File: config.mk
export PLATFORM = sky130hd
export DESIGN_NAME = sobel_edge_stage_flat
export DESIGN_NICKNAME = d
export VERILOG_FILES = /design/src/rtl/sobel_edge_stage_pkg.sv /design/src/rtl/sobel_edge_stage_if.sv /design/src/rtl/sobel_edge_stage_kernel.sv /design/src/rtl/sobel_edge_stage.sv /design/src/flat_wrapper.sv
export SDC_FILE = /design/constraint.sdc
export NUM_CORES = 1
export LEC_CHECK = 0
export CAP_MARGIN = 30
export CORE_MARGIN = 2
export CORE_UTILIZATION = 55
export DETAILED_ROUTE_END_ITERATION = 8
export GPL_ROUTABILITY_DRIVEN = 0
export HOLD_SLACK_MARGIN = 0.15
export PLACE_DENSITY = 0.82
export SYNTH_ARGS = -nofsm -noshare
export SYNTH_HDL_FRONTEND = slang
export SYNTH_HIERARCHICAL = 1
export SYNTH_SLANG_ARGS = --single-unit
File: constraint.sdc
create_clock -name aclk -period 5.4 [get_ports aclk]
set_input_delay 1.62 -clock aclk [delete_from_list [all_inputs] [get_ports aclk]]
set_output_delay 1.62 -clock aclk [all_outputs]
set_load 0.03 [all_outputs]
File: src/rtl/sobel_edge_stage_pkg.sv
// Shared widths, window types and helpers for the Sobel edge stage.
// A window is unpacked so that p[r][c] has row 0 oldest and column 0 oldest.
package sobel_pkg;

    localparam int WIN_W  = 72;
    localparam int PIX_W  = 8;
    localparam int GRAD_W = 11;
    localparam int MAG_W  = 11;

    typedef logic [PIX_W-1:0] pix_t;
    typedef pix_t [2:0][2:0]  win_t;

    function automatic win_t unpack_win(input logic [WIN_W-1:0] d);
        win_t w;
        for (int r = 0; r < 3; r++) begin
            for (int c = 0; c < 3; c++) begin
                w[r][c] = d[(2-r)*24 + (2-c)*8 +: PIX_W];
            end
        end
        return w;
    endfunction

    function automatic logic signed [GRAD_W-1:0] ext(input pix_t v);
        return $signed({{(GRAD_W-PIX_W){1'b0}}, v});
    endfunction

endpackage

File: src/rtl/sobel_edge_stage_if.sv
// AXI4-Stream style bundle used for both the window input and the pixel output.
interface sobel_axis_if #(parameter int W = 24) ();
    logic [W-1:0] tdata;
    logic         tvalid;
    logic         tready;
    logic         tuser;
    logic         tlast;

    modport master (output tdata, tvalid, tuser, tlast, input tready);
    modport slave  (input tdata, tvalid, tuser, tlast, output tready);
endinterface

File: src/rtl/sobel_edge_stage_kernel.sv
// Sobel arithmetic: stage 1 registers Gx/Gy, stage 2 registers |Gx|+|Gy|.
module sobel_kernel
    import sobel_pkg::*;
(
    input  logic             aclk,
    input  logic             en,
    input  logic [WIN_W-1:0] win,
    output logic [MAG_W-1:0] mag
);
    win_t                     p;
    logic signed [GRAD_W-1:0] gx_c;
    logic signed [GRAD_W-1:0] gy_c;
    logic signed [GRAD_W-1:0] gx;
    logic signed [GRAD_W-1:0] gy;
    logic        [MAG_W-1:0]  ax;
    logic        [MAG_W-1:0]  ay;

    // Partial sums never exceed 1020, so 11-bit signed holds every intermediate.
    always_comb begin
        p    = unpack_win(win);
        gx_c = (ext(p[0][2]) + (ext(p[1][2]) <<< 1) + ext(p[2][2]))
             - (ext(p[0][0]) + (ext(p[1][0]) <<< 1) + ext(p[2][0]));
        gy_c = (ext(p[2][0]) + (ext(p[2][1]) <<< 1) + ext(p[2][2]))
             - (ext(p[0][0]) + (ext(p[0][1]) <<< 1) + ext(p[0][2]));
    end

    assign ax = gx[GRAD_W-1] ? $unsigned(-gx) : $unsigned(gx);
    assign ay = gy[GRAD_W-1] ? $unsigned(-gy) : $unsigned(gy);

    always_ff @(posedge aclk) begin
        if (en) begin
            gx  <= gx_c;
            gy  <= gy_c;
            mag <= ax + ay;
        end
    end
endmodule

File: src/rtl/sobel_edge_stage.sv
// Sobel edge stage: 3-deep pipeline with shared stall, coordinate tracking,
// border masking, threshold/grey output and line-length checking.
module sobel_edge_stage
    import sobel_pkg::*;
#(
    parameter int IMG_WIDTH  = 640,
    parameter int IMG_HEIGHT = 480,
    parameter int THRESHOLD  = 100,
    parameter int BINARY_OUT = 1
) (
    input  logic          aclk,
    input  logic          aresetn,
    sobel_axis_if.slave   s_axis,
    sobel_axis_if.master  m_axis,
    output logic          line_len_err
);
    localparam int CW = (IMG_WIDTH  > 2) ? $clog2(IMG_WIDTH)  : 1;
    localparam int RW = (IMG_HEIGHT > 2) ? $clog2(IMG_HEIGHT) : 1;

    logic          en;
    logic          accept;
    logic          synced;
    logic [CW-1:0] col, bcol, ncol;
    logic [RW-1:0] row, brow, nrow;
    logic          border_c, err_c;
    logic          v1, u1, l1, e1, b1;
    logic          v2, u2, l2, e2, b2;
    logic [MAG_W-1:0] mag;
    logic [PIX_W-1:0] pix;

    assign en            = ~m_axis.tvalid | m_axis.tready;
    assign s_axis.tready = en;
    assign accept        = s_axis.tvalid & en;

    sobel_kernel u_kernel (
        .aclk (aclk),
        .en   (en),
        .win  (s_axis.tdata),
        .mag  (mag)
    );

    // bcol/brow are the coordinates of the beat on the input; col/row hold the next beat's.
    always_comb begin
        bcol = s_axis.tuser ? '0 : col;
        brow = s_axis.tuser ? '0 : row;
        ncol = bcol;
        nrow = brow;
        if (s_axis.tlast) begin
            ncol = '0;
            nrow = (brow == RW'(IMG_HEIGHT-1)) ? brow : brow + RW'(1);
        end else begin
            ncol = (bcol == CW'(IMG_WIDTH-1)) ? bcol : bcol + CW'(1);
        end
        border_c = (bcol < CW'(2)) | (brow < RW'(2));
        err_c    = s_axis.tlast ? (bcol != CW'(IMG_WIDTH-1)) : (bcol == CW'(IMG_WIDTH-1));
    end

    always_comb begin
        pix = (mag > MAG_W'(255)) ? 8'hFF : mag[PIX_W-1:0];
        if (BINARY_OUT != 0) begin
            pix = (mag >= MAG_W'(THRESHOLD)) ? 8'hFF : 8'h00;
        end
        if (b2) begin
            pix = '0;
        end
    end

    // Beats arriving before the first start-of-frame after reset are swallowed.
    always_ff @(posedge aclk) begin
        if (!aresetn) begin
            col           <= '0;
            row           <= '0;
            synced        <= 1'b0;
            {v1, u1, l1, e1, b1} <= '0;
            {v2, u2, l2, e2, b2} <= '0;
            m_axis.tvalid <= 1'b0;
            m_axis.tuser  <= 1'b0;
            m_axis.tlast  <= 1'b0;
            m_axis.tdata  <= '0;
            line_len_err  <= 1'b0;
        end else begin
            if (accept) begin
                col <= ncol;
                row <= nrow;
                if (s_axis.tuser) begin
                    synced <= 1'b1;
                end
            end
            line_len_err <= en & v2 & e2;
            if (en) begin
                v1 <= s_axis.tvalid & (s_axis.tuser | synced);
                u1 <= s_axis.tuser;
                l1 <= s_axis.tlast;
                e1 <= err_c;
                b1 <= border_c;
                {v2, u2, l2, e2, b2} <= {v1, u1, l1, e1, b1};
                m_axis.tvalid <= v2;
                m_axis.tuser  <= u2;
                m_axis.tlast  <= l2;
                m_axis.tdata  <= {3{pix}};
            end
        end
    end
endmodule

File: src/flat_wrapper.sv
// flat-port wrapper written by rule: the top's interface ports become plain ports
module sobel_edge_stage_flat import sobel_pkg::*;
#(
    parameter int IMG_WIDTH  = 640,
    parameter int IMG_HEIGHT = 480,
    parameter int THRESHOLD  = 100,
    parameter int BINARY_OUT = 1
)
  (aclk, aresetn, line_len_err, s_axis_tdata, s_axis_tvalid, s_axis_tuser, s_axis_tlast, s_axis_tready, m_axis_tdata, m_axis_tvalid, m_axis_tuser, m_axis_tlast, m_axis_tready);
  sobel_axis_if #(.W(72)) s_axis_i ();
  sobel_axis_if #(.W(24)) m_axis_i ();
  input  logic aclk;
  input  logic aresetn;
  output logic line_len_err;
  input wire logic [$bits(s_axis_i.tdata)-1:0] s_axis_tdata;
  input wire logic [$bits(s_axis_i.tvalid)-1:0] s_axis_tvalid;
  input wire logic [$bits(s_axis_i.tuser)-1:0] s_axis_tuser;
  input wire logic [$bits(s_axis_i.tlast)-1:0] s_axis_tlast;
  output wire logic [$bits(s_axis_i.tready)-1:0] s_axis_tready;
  output wire logic [$bits(m_axis_i.tdata)-1:0] m_axis_tdata;
  output wire logic [$bits(m_axis_i.tvalid)-1:0] m_axis_tvalid;
  output wire logic [$bits(m_axis_i.tuser)-1:0] m_axis_tuser;
  output wire logic [$bits(m_axis_i.tlast)-1:0] m_axis_tlast;
  input wire logic [$bits(m_axis_i.tready)-1:0] m_axis_tready;
  assign s_axis_i.tdata = s_axis_tdata;
  assign s_axis_i.tvalid = s_axis_tvalid;
  assign s_axis_i.tuser = s_axis_tuser;
  assign s_axis_i.tlast = s_axis_tlast;
  assign s_axis_tready = s_axis_i.tready;
  assign m_axis_tdata = m_axis_i.tdata;
  assign m_axis_tvalid = m_axis_i.tvalid;
  assign m_axis_tuser = m_axis_i.tuser;
  assign m_axis_tlast = m_axis_i.tlast;
  assign m_axis_i.tready = m_axis_tready;
  sobel_edge_stage #(.IMG_WIDTH(IMG_WIDTH), .IMG_HEIGHT(IMG_HEIGHT), .THRESHOLD(THRESHOLD), .BINARY_OUT(BINARY_OUT)) u_core (.aclk(aclk), .aresetn(aresetn), .s_axis(s_axis_i), .m_axis(m_axis_i), .line_len_err(line_len_err));
endmodule
Word level (Yosys, flattened, before mapping)
Cells that the tools add are included.
Operators by class
  add/sub/neg operators: 15
  $lt $le $gt $ge: 3
  equal/unequal tests: 3
  mux-type cells: 11
  bitwise logic cells: 8
  reductions and logical operators: 1
Operator list (number)
  $add 10x8->11: 4
  $add 8x9->10: 4
  $mux 10: 3
  $mux 9: 3
  $mux 11: 2
  $neg 11->11: 2
  $sub 11x11->11: 2
  $mux 8: 2
  $add 11x11->11: 1
  $ge 11x7->1 const B: 1
  $add 10x1->10 const B: 1
  $eq 10x10->1 const B: 1
  $lt 10x2->1 const B: 1
  $ne 10x10->1 const B: 1
  $add 9x1->9 const B: 1
  $eq 9x9->1 const B: 1
  $lt 9x2->1 const B: 1
  $and 1x1->1: 4
  $or 1x1->1: 3
  $reduce_and 2->1: 1
  $mux 1: 1
  $not 1->1: 1
Storage, ports and cells
  flip-flop bits (word level): 91
  output and inout port bits: 29

Logic depth before layout (Yosys ltp)
  word-level depth: 4
  gate-level depth with buffers: 15
  mapped depth without buffers: 15

Modules after synthesis
Netlist, hierarchy kept.
Modules (own cells, without submodules)
  sobel_kernel: instances 1, cells an instance 431, area each 4272.8 um^2
  sobel_edge_stage: instances 1, cells an instance 249, area each 2090.8 um^2

Least setup slack after synthesis
Ideal clock, no wire load.
  kind: input -> register
  start point: in s_axis_tdata[18]
  end point: reg u_core.u_kernel.gx[9], data pin
  arrival: 4.546 ns
  data required time: 5.138 ns
  setup slack: 0.592 ns
  stages on the path: 12
  buffers on the path: 0
  cells stage by stage: inv_1 fa_1 fa_1 inv_1 fa_1 inv_1 fa_1 a21o_1 a221o_1 nor2_1 o21bai_1 xor2_1
Between the ends
  word-level cells in the longest chain between the ends: 2
Ends and longest elaborated chain
  from (decl): RTL line flat_wrapper.sv:15  | input wire logic [$bits(s_axis_i.tdata)-1:0] s_axis_tdata;
  $add 10x8->11: RTL line sobel_edge_stage_kernel.sv:22  | - (ext(p[0][0]) + (ext(p[1][0]) <<< 1) + ext(p[2][0]));
  $sub 11x11->11: RTL line sobel_edge_stage_kernel.sv:22
  net u_core.u_kernel.gx_c[9]: RTL line sobel_edge_stage_kernel.sv:11  | logic signed [GRAD_W-1:0] gx_c;
  to (signal assigned): RTL line sobel_edge_stage_kernel.sv:32  | gx <= gx_c;
  to (decl): RTL line sobel_edge_stage_kernel.sv:13  | logic signed [GRAD_W-1:0] gx;
The timed path passes the listed nets, and every way through them passes these cells.
A chain may end at the register's enable or synchronous reset.

Worst setup path after layout
Ends and elaborated chain as after synthesis.

==> flow_metrics.env <==
export IMPL_track_usage=0.214
export IMPL_finalHoldViolations=0
export IMPL_clock_latency_ps=330
export IMPL_max_stage_delay_ps=550
export IMPL_report_final_setup_viol=0
export IMPL_stdcell_area_um2=7560
export IMPL_dpl_hpwl_um=9900
export IMPL_max_slew_worst_pin_slew_ps=681
export IMPL_max_freq_mhz=192
export IMPL_grt_start_max_net_pins=49
export IMPL_crit_path_frequent_cell="fa_1"
export IMPL_grt_pass1_vias=5068
export IMPL_cts_sinks=66
export IMPL_drtIter0Drc=314
export IMPL_fin_crit_sh=0.962
export IMPL_syn_mean_instance_area_um2=9.31
export IMPL_min_path_type="reg2reg"
export IMPL_cts_buffers=9
export IMPL_maxSlewViolCount=0
export IMPL_ctsRootBufferMaster="clkbuf_16"
export IMPL_clk_path_buf_depth=2
export IMPL_final_util=0.668
export IMPL_fillers=851
export IMPL_p_per_area_nw_per_um2=524
export IMPL_antenna_found_initial=0
export IMPL_grt_pass1_wl_um=22200
export IMPL_outcome="completed"
export IMPL_area_growth_pct=20.0
export IMPL_rsz0062_at_grt="false"
export IMPL_crit_path_start_kind="primary input"
export IMPL_p_leak_nw=3.43
export IMPL_overflow=0
export IMPL_wl_met2_um=6570
export IMPL_postCtsSetupRepairBufs=0
export IMPL_placed_cell_area_um2=7270
export IMPL_drive_above_1_share=0.0679
export IMPL_yosys_warnings=6
export IMPL_syn_nets=855
export IMPL_skew_ps=12.0
export IMPL_peakVddDrop_mv=0.374
export IMPL_vias=4782
export IMPL_regArea_um2=1630
export IMPL_synth_area_um2=6300
export IMPL_num_rows=39
export IMPL_cp_slowest_cell="fa_1"
export IMPL_wire_per_inst_um=13.7
export IMPL_first_pass_iters=5
export IMPL_drtAntennaViolNets=0
export IMPL_dr_wl_met3_um=559
export IMPL_path_cells="clkdlybuf4s50_1 -> inv_1 -> fa_1 -> fa_1 -> inv_1 -> fa_1 -> inv_1 -> fa_1 -> a21o_1 -> a221o_1 -> nor2_1 -> o21bai_1 -> xor2_1"
export IMPL_h_tree_depth=3
export IMPL_wirelength_um=12400
export IMPL_dieArea_um2=12300
export IMPL_clk_pin_slew_ps=50
export IMPL_ios=107
export IMPL_maxCapViolCount=0
export IMPL_die_w_um=111
export IMPL_nNetsFinal=939
export IMPL_cts_resized=0
export IMPL_top_layer="met4"
export IMPL_worst_ep_required_time_ps=5470
export IMPL_crit_type="in2reg"
export IMPL_holdBufCountCts=0
export IMPL_wl_met1_um=4970
export IMPL_synthCells=677
export IMPL_start_util=0.556
export IMPL_die_h_um=111
export IMPL_end_kind="register"
export IMPL_relSlewSlack=0.545
export IMPL_cts_tree="built"
export IMPL_port_buffers=98
export IMPL_vias_per_cell=5.26
export IMPL_route_detailed_drc=0
export IMPL_num_antenna_cells=0
export IMPL_coreArea_um2=11300
export IMPL_critical_path_max_fanout=2
export IMPL_crit_arrival_ps=5270
export IMPL_multi_input_area_um2=3830
export IMPL_fin_crit_ps=5200
registers in the layout, summed over array words and instances (netlist names), 9 cells and up:
register	count
u_core/u_kernel/gx	11
u_core/u_kernel/gy	11
u_core/col	10
u_core/row	9
u_core/u_kernel/mag	9
where the power goes:
group / switching (mW) / internal [mW] / total, mW / leakage (nW)
registers: 0.123 / 0.823 / 0.946 / 0.612
clock network: 0.212 / 0.337 / 0.549 / 0.148
logic: 1.32 / 1.14 / 2.47 / 2.67
per-layer routing:
layer,track usage,up-vias
met1,0.250,2234
met5,0,-
met3,0.0279,31
li1,-,2354
met2,0.399,163
met4,0.0840,0
cells in the final DEF (no fill, tap or decap), drive strengths merged, types with 3 or more instances in the layout:
| master | instances |
|---|---|
| nor4 | 8 |
| a31oi | 3 |
| and3 | 4 |
| nand4 | 4 |
| nand2 | 53 |
| o31ai | 10 |
| or2 | 3 |
| buf | 13 |
| xor2 | 7 |
| o21bai | 3 |
| and2 | 4 |
| inv | 149 |
| edfxtp | 31 |
| a21oi | 32 |
| xnor2 | 32 |
| clkinv | 5 |
| clkdlybuf4s50 | 98 |
| nand3 | 20 |
| nor2 | 25 |
| ha | 37 |
| clkbuf | 10 |
| dfxtp | 35 |
| nor2b | 10 |
| o21ai | 19 |
| fa | 63 |
| or4 | 4 |
| nor3 | 11 |
| o21a | 7 |
| a21o | 4 |
| o211ai | 5 |
| a21boi | 15 |
| nand2b | 7 |
final timing paths:
path,startpoint,endpoint,slack [ps],cells after the start
max,s_axis_tdata[18],u_core/u_kernel/gx[9],200,13
min,u_core/e2,u_core/line_len_err,450,2
max reg2reg,u_core/u_kernel/gx[0],u_core/u_kernel/mag[10],2590,9
min reg2reg,u_core/e2,u_core/line_len_err,450,2
through the flow:
stage | hold WS [ps] | cells | setup slack (ps) | power (mW) | TNS, ps
after floorplan | 422 | 677 | 592 | 2.86 | 0
after global placement | 435 | 893 | -37.4 | 3.27 | -37.4
after detailed placement | 441 | 893 | -142 | 3.39 | -524
after CTS | 449 | 909 | 202 | 3.96 | 0
after global routing | 469 | 909 | 76.1 | 4.34 | 0
final | 453 | 909 | 203 | 3.96 | 0
worst max-delay path: cells and delay by family:
kind / cells / cell delay, ps
simple gates: 1 / 140
fa+ha+maj: 4 / 2060
compound gates: 3 / 620
buf+inv: 4 / 690
xor+xnor: 1 / 140
cell type report:
type,instances,share of cell area
sequential,66,0.216
multi-input combinational,425,0.506
inverter,148,0.0735
tap,143,0.0237
clock inverter,6,0.00513
clock buffer,10,0.0331
timing repair buffer,111,0.143
Note: power is estimated with default switching activity, not from simulation.
==> patch 1 (same flow settings) <==
`IMG_WIDTH` is set to 640 in 2 places; all go to 160.
--- a/src/rtl/sobel_edge_stage.sv
+++ b/src/rtl/sobel_edge_stage.sv
@@ -3,7 +3,7 @@
 module sobel_edge_stage
     import sobel_pkg::*;
 #(
-    parameter int IMG_WIDTH  = 640,
+    parameter int IMG_WIDTH  = 160,
     parameter int IMG_HEIGHT = 480,
     parameter int THRESHOLD  = 100,
     parameter int BINARY_OUT = 1
--- a/src/flat_wrapper.sv
+++ b/src/flat_wrapper.sv
@@ -1,7 +1,7 @@
 // flat-port wrapper written by rule: the top's interface ports become plain ports
 module sobel_edge_stage_flat import sobel_pkg::*;
 #(
-    parameter int IMG_WIDTH  = 640,
+    parameter int IMG_WIDTH  = 160,
     parameter int IMG_HEIGHT = 480,
     parameter int THRESHOLD  = 100,
     parameter int BINARY_OUT = 1
Behaviour: no difference found for any inputs over 4 cycles, from zero or initial values and one cycle with aresetn low; that may be too few to reach the edited logic, so the function may still have changed.
==> patch 1 against the original RTL <==
Setup slack improved by 0.069 ns. Utilization rose by 2.2 points. Synthesized area fell by 5.5%. Count of clock-buffer cells in the layout rose by 2. Synthesized cell count fell by 2.8%. Wire length fell by 11%. Sequential share of layout area rose by 0.55 points. Total power fell by 3.6%. Via count fell by 3.0%. Clock skew fell by 0.0017 ns. Final cell count fell by 2.6%. Sequential cell count fell by 2. Final area fell by 4.9%. Critical path type unchanged.
==> patch 1: results (changes against the original RTL) <==
INITIAL_ANTENNA_VIOLATION_COUNT=0  # unchanged
POST_CTS_BUFFERS=0  # unchanged
DETAILEDPLACE.WORSTSLACK_NS=-0.103  # +0.0384 ns
HOLDCRITPATHCLASS='register to register'
GRT.TOTAL_USAGE=0.202  # -0.0128
POWER.INTERNAL_mW=2.19  # -4.9%
FINALPOWER_mW=3.82  # -3.6%
PG_SEQ_mW=0.930  # -2%
PLACE.DETAILED.HPWL_MM=9.15  # -7.6%
POWER_LEAKAGE_nW=3.28  # -4.3%
LARGEST_REGISTERS='u_core/u_kernel/gx x11, u_core/u_kernel/gy x11'
SYN-NUM-NETS=835  # -2.3%
DPL-INSTANCE-AREA_MM2=0.00698  # -4.0%
CPMAXSTAGEDELAYCELL='sky130_fd_sc_hd__fa_1'
TIMING.CRITICAL_PATH.ARRIVAL_NS=5.21  # -0.06 ns
DPL_CELLS=869  # -2.7%
CTS_MADE_BUFFERS=9  # unchanged
SLEW_VIOL_FINAL=0  # unchanged
CLK-INSERTION-DELAY-LATE_NS=0.34
CLOCK_SKEW_NS=0.0103  # -0.00169 ns
FIRST_PASS_ITERS=5  # unchanged
POST_SYNTH_INST_COUNT=658  # -2.8%
INITIALDRTVIOLATIONCOUNT=195  # -38%
CLOCK_TREE.BUFFER_DEPTH=2  # unchanged
DELAY_HEAVIEST_FAMILY_CP='adder cells'
N_ANTENNA_CELL=0  # unchanged
FIRST_PASS_GRT_WIRE_LENGTH_MM=19.1  # -14%
STATUS='finished, final reports clean'
TIGHTESTPINTRANSITION_NS=0.762  # +0.0802 ns
CTS_ROOT_BUF='sky130_fd_sc_hd__clkbuf_8'
FINALNETCOUNT=921  # -1.9%
WIRE_PER_INST_UM=12.5  # -8.2%
HTREEDEPTH=3  # unchanged
CTS_RESIZED=0  # unchanged
NUMBER_OF_GLOBAL_ROUTE_VIAS_BEFORE_REPAIR=4742  # -6.4%
POWER.CLOCK.TOTAL_mW=0.404  # -26%
TIMING.CRITICAL_PATH.FANOUT_MAX=2  # unchanged
CLK_TRANSITION_REPORTED_PATHS_NS=0.07  # +0.02 ns
WORST_IR_DROP_VDD_V=0.000288  # -23%
YOSYS_WARNINGS=6  # unchanged
GRT_MAX_DEGREE=48  # -2.0%
VIAS_PER_CELL=5.24  # -0.34%
SHARE_OF_CELLS_ABOVE_DRIVE_STRENGTH_1=0.0574  # -0.0105
FINAL.FILL_COUNT=784  # -7.9%
PLACEMENT.IO_BUFFERS=98  # unchanged
PEAK_PER_STAGE_DELAY_ON_THE_CRITICAL_PATH_NS=0.54
TOTAL_VIAS_IN_THE_FINAL_ROUTE=4640  # -3.0%
==> patch 1: final timing paths <==
path / startpoint / end / slack (ns) / depth (start not counted)
setup / recovery: s_axis_tdata[18] / u_core/u_kernel/gx[9] / 0.27 / 13
hold / removal: u_core/e2 / u_core/line_len_err / 0.45 / 2
setup reg to reg: u_core/u_kernel/gy[4] / u_core/u_kernel/mag[10] / 2.49 / 9
hold reg to reg: u_core/e2 / u_core/line_len_err / 0.45 / 2
==> patch 1: layout make-up <==
type                    count  area (um^2)  area share
multi-input cells         410         3580       0.498
flip-flops and latches     64         1590       0.221
repair buffers            113         1090       0.152
inverters                 146          548      0.0762
clock buffers              12          188      0.0261
well taps                 136          170      0.0237
clock inverters             4         21.3     0.00296
==> patch 1: per-layer routing <==
layer	wire (um)	part of all wire	up-vias	GRT usage
met5	0	0	-	0
met2	5870	0.53	139	0.376
met1	4490	0.40	2199	0.225
li1	-	-	2280	-
met3	498	0.045	22	0.0338
met4	238	0.021	0	0.0861
==> patch 2 (same flow settings) <==
Made on the original files. Remove the register `line_len_err`: a continuous assignment takes its place, so the output `line_len_err` follows one clock earlier.
--- a/src/rtl/sobel_edge_stage.sv
+++ b/src/rtl/sobel_edge_stage.sv
@@ -77,7 +77,6 @@
             m_axis.tuser  <= 1'b0;
             m_axis.tlast  <= 1'b0;
             m_axis.tdata  <= '0;
-            line_len_err  <= 1'b0;
         end else begin
             if (accept) begin
                 col <= ncol;
@@ -86,7 +85,6 @@
                     synced <= 1'b1;
                 end
             end
-            line_len_err <= en & v2 & e2;
             if (en) begin
                 v1 <= s_axis.tvalid & (s_axis.tuser | synced);
                 u1 <= s_axis.tuser;
@@ -101,5 +99,7 @@
             end
         end
     end
+
+    assign line_len_err = en & v2 & e2;
 endmodule
 
Function: changed (a bounded check fails within 4 cycles, from zero or initial values and one cycle with aresetn low).
==> patch 2 against the original RTL <==
First-iteration DRC count decreased by 25%. Clock power shrank 24%. Setup slack got worse by 0.0058 ns. Register-to-register slack hardly changed. Non-clock buffer count fell by 2. Final area down 2.7%. Critical endpoint unchanged. Via count fell by 0.33%. Wire length shrank 5.8%. Sequential cell count fell by 1. Count of clock-buffer cells in the layout is 3 higher. Highest routed layer unchanged. Final cell count is 1.7% lower. Synthesized area shrank 2.3%. Total power is 4.1% lower.
==> patch 2: results (changes against the original RTL) <==
FINALHOLDWORSTSLACK_NS=0.452  # -0.00180 ns
CLOCK_SKEW_NS=0.0115  # -0.000500 ns
POWER_LEAKAGE_nW=3.28  # -4.3%
SYN-NUM-NETS=845  # -1.2%
DPL_CELLS=878  # -1.7%
FIRST_PASS_ITERS=4  # -1
NUMBER_OF_GLOBAL_ROUTE_VIAS_BEFORE_REPAIR=4866  # -4.0%
INITIALDRTVIOLATIONCOUNT=235  # -25%
GRT.TOTAL_USAGE=0.210  # -0.00432
N_ANTENNA_CELL=0  # unchanged
CTS_ROOT_BUF='sky130_fd_sc_hd__clkbuf_8'
TIMING.CRITICAL_PATH.ARRIVAL_NS=5.28  # about the same
WORST_IR_DROP_VDD_V=0.000342  # -8.4%
INITIAL_ANTENNA_VIOLATION_COUNT=0  # unchanged
HOLDCRITPATHCLASS='register to register'
HOLD_END='u_core/u2'
WORST_R2R_PATH_DEPTH=9  # unchanged
GRT_MAX_DEGREE=45  # -8.2%
PEAK_PER_STAGE_DELAY_ON_THE_CRITICAL_PATH_NS=0.55  # about the same
CPMAXSTAGEDELAYCELL='sky130_fd_sc_hd__fa_1'
HOLD_PATH.STARTPOINT='u_core/u2'
LARGEST_REGISTERS='u_core/u_kernel/gx x11, u_core/u_kernel/gy x11, u_core/col x10'
DETAILEDPLACE.WORSTSLACK_NS=-0.175  # -0.0330 ns
WIRE_PER_INST_UM=13.1  # -4.3%
SETUP_VIOL_COUNT_FINAL=0  # unchanged
CLK_TRANSITION_REPORTED_PATHS_NS=0.07  # +0.02 ns
PLACE.DETAILED.HPWL_MM=9.90  # about the same
REMAINING_MAX_SLEW_BUDGET_AT_THE_TIGHTEST_PIN=0.524  # -0.0204
P_SW_FRAC=0.422  # +0.00363
R2R_SETUP_SLACK_NS=2.59  # about the same
CRIT-REG2REG-LAUNCH='u_core/u_kernel/gx[1]'
SHARE_OF_CELLS_ABOVE_DRIVE_STRENGTH_1=0.0557  # -0.0122
TOTAL_VIAS_IN_THE_FINAL_ROUTE=4766  # -0.33%
POSTROUTEWIRELENGTH_MM=11.7  # -5.8%
FINALNETCOUNT=927  # -1.3%
STATUS='finished, final reports clean'
FIRST_PASS_GRT_WIRE_LENGTH_MM=20.4  # -8.1%
POST_SYNTHESIS_MEAN_INSTANCE_AREA_UM2=9.23  # -0.84%
TIMING.CRITICAL_PATH.FANOUT_MAX=2  # unchanged
==> patch 2: cell type report <==
cell class              instances  area [um^2]
inverters                     148          556
flip-flops and latches         65         1610
repair buffers                109         1060
clock inverters                 3         18.8
fillers                       800         3530
well taps                     140          175
clock buffers                  13          195
multi-input cells             416         3740
==> patch 2: metal layers <==
metal  track usage  share of wire  up-vias
li1              -              -     2350
met1         0.248           0.42     2247
met2         0.387           0.52      152
met3        0.0314          0.043       17
met4        0.0705          0.017        0
met5             0              0        -
==> patch 2: metrics by stage <==
stage,instance area (um^2),utilization,power [mW]
after floorplan,6150,-,2.84
after global placement,7140,0.656,3.26
after detailed placement,7140,0.656,3.38
after CTS,7360,0.676,3.80
after global routing,7360,0.676,4.17
final,7360,0.676,3.80
==> patch 2: worst max-delay path, delay by kind of cell <==
| family | cells | cell delay (ns) |
|---|---|---|
| AO/OA/AOI/OAI | 3 | 0.63 |
| adder cells (fa/ha/maj) | 4 | 2.05 |
| AND/OR/NAND/NOR | 1 | 0.15 |
| buffers and inverters | 4 | 0.69 |
| XOR/XNOR | 1 | 0.14 |
==> patch 2: worst max-delay path by stage <==
stage	from	cells after the start	end	slack [ns]
2_1_floorplan	m_axis_tready	4	s_axis_tready	0.49
3_3_place_gp	s_axis_tdata[18]	13	u_core/u_kernel/gx[9]	-0.03
3_5_place_dp	s_axis_tdata[18]	13	u_core/u_kernel/gx[9]	-0.17
4_1_cts	s_axis_tdata[18]	13	u_core/u_kernel/gx[9]	0.19
5_1_grt	s_axis_tdata[18]	13	u_core/u_kernel/gx[9]	0.05
6_report	s_axis_tdata[18]	13	u_core/u_kernel/gx[9]	0.20
==> patch 2: power by group through the flow <==
stage	Combinational (mW)	Sequential [mW]	Clock, mW
global placement	2.33	0.930	0
CTS	2.45	0.927	0.424
global route	2.77	0.948	0.450
finish	2.45	0.927	0.417
detailed placement	2.44	0.939	0
floorplan	1.94	0.900	0
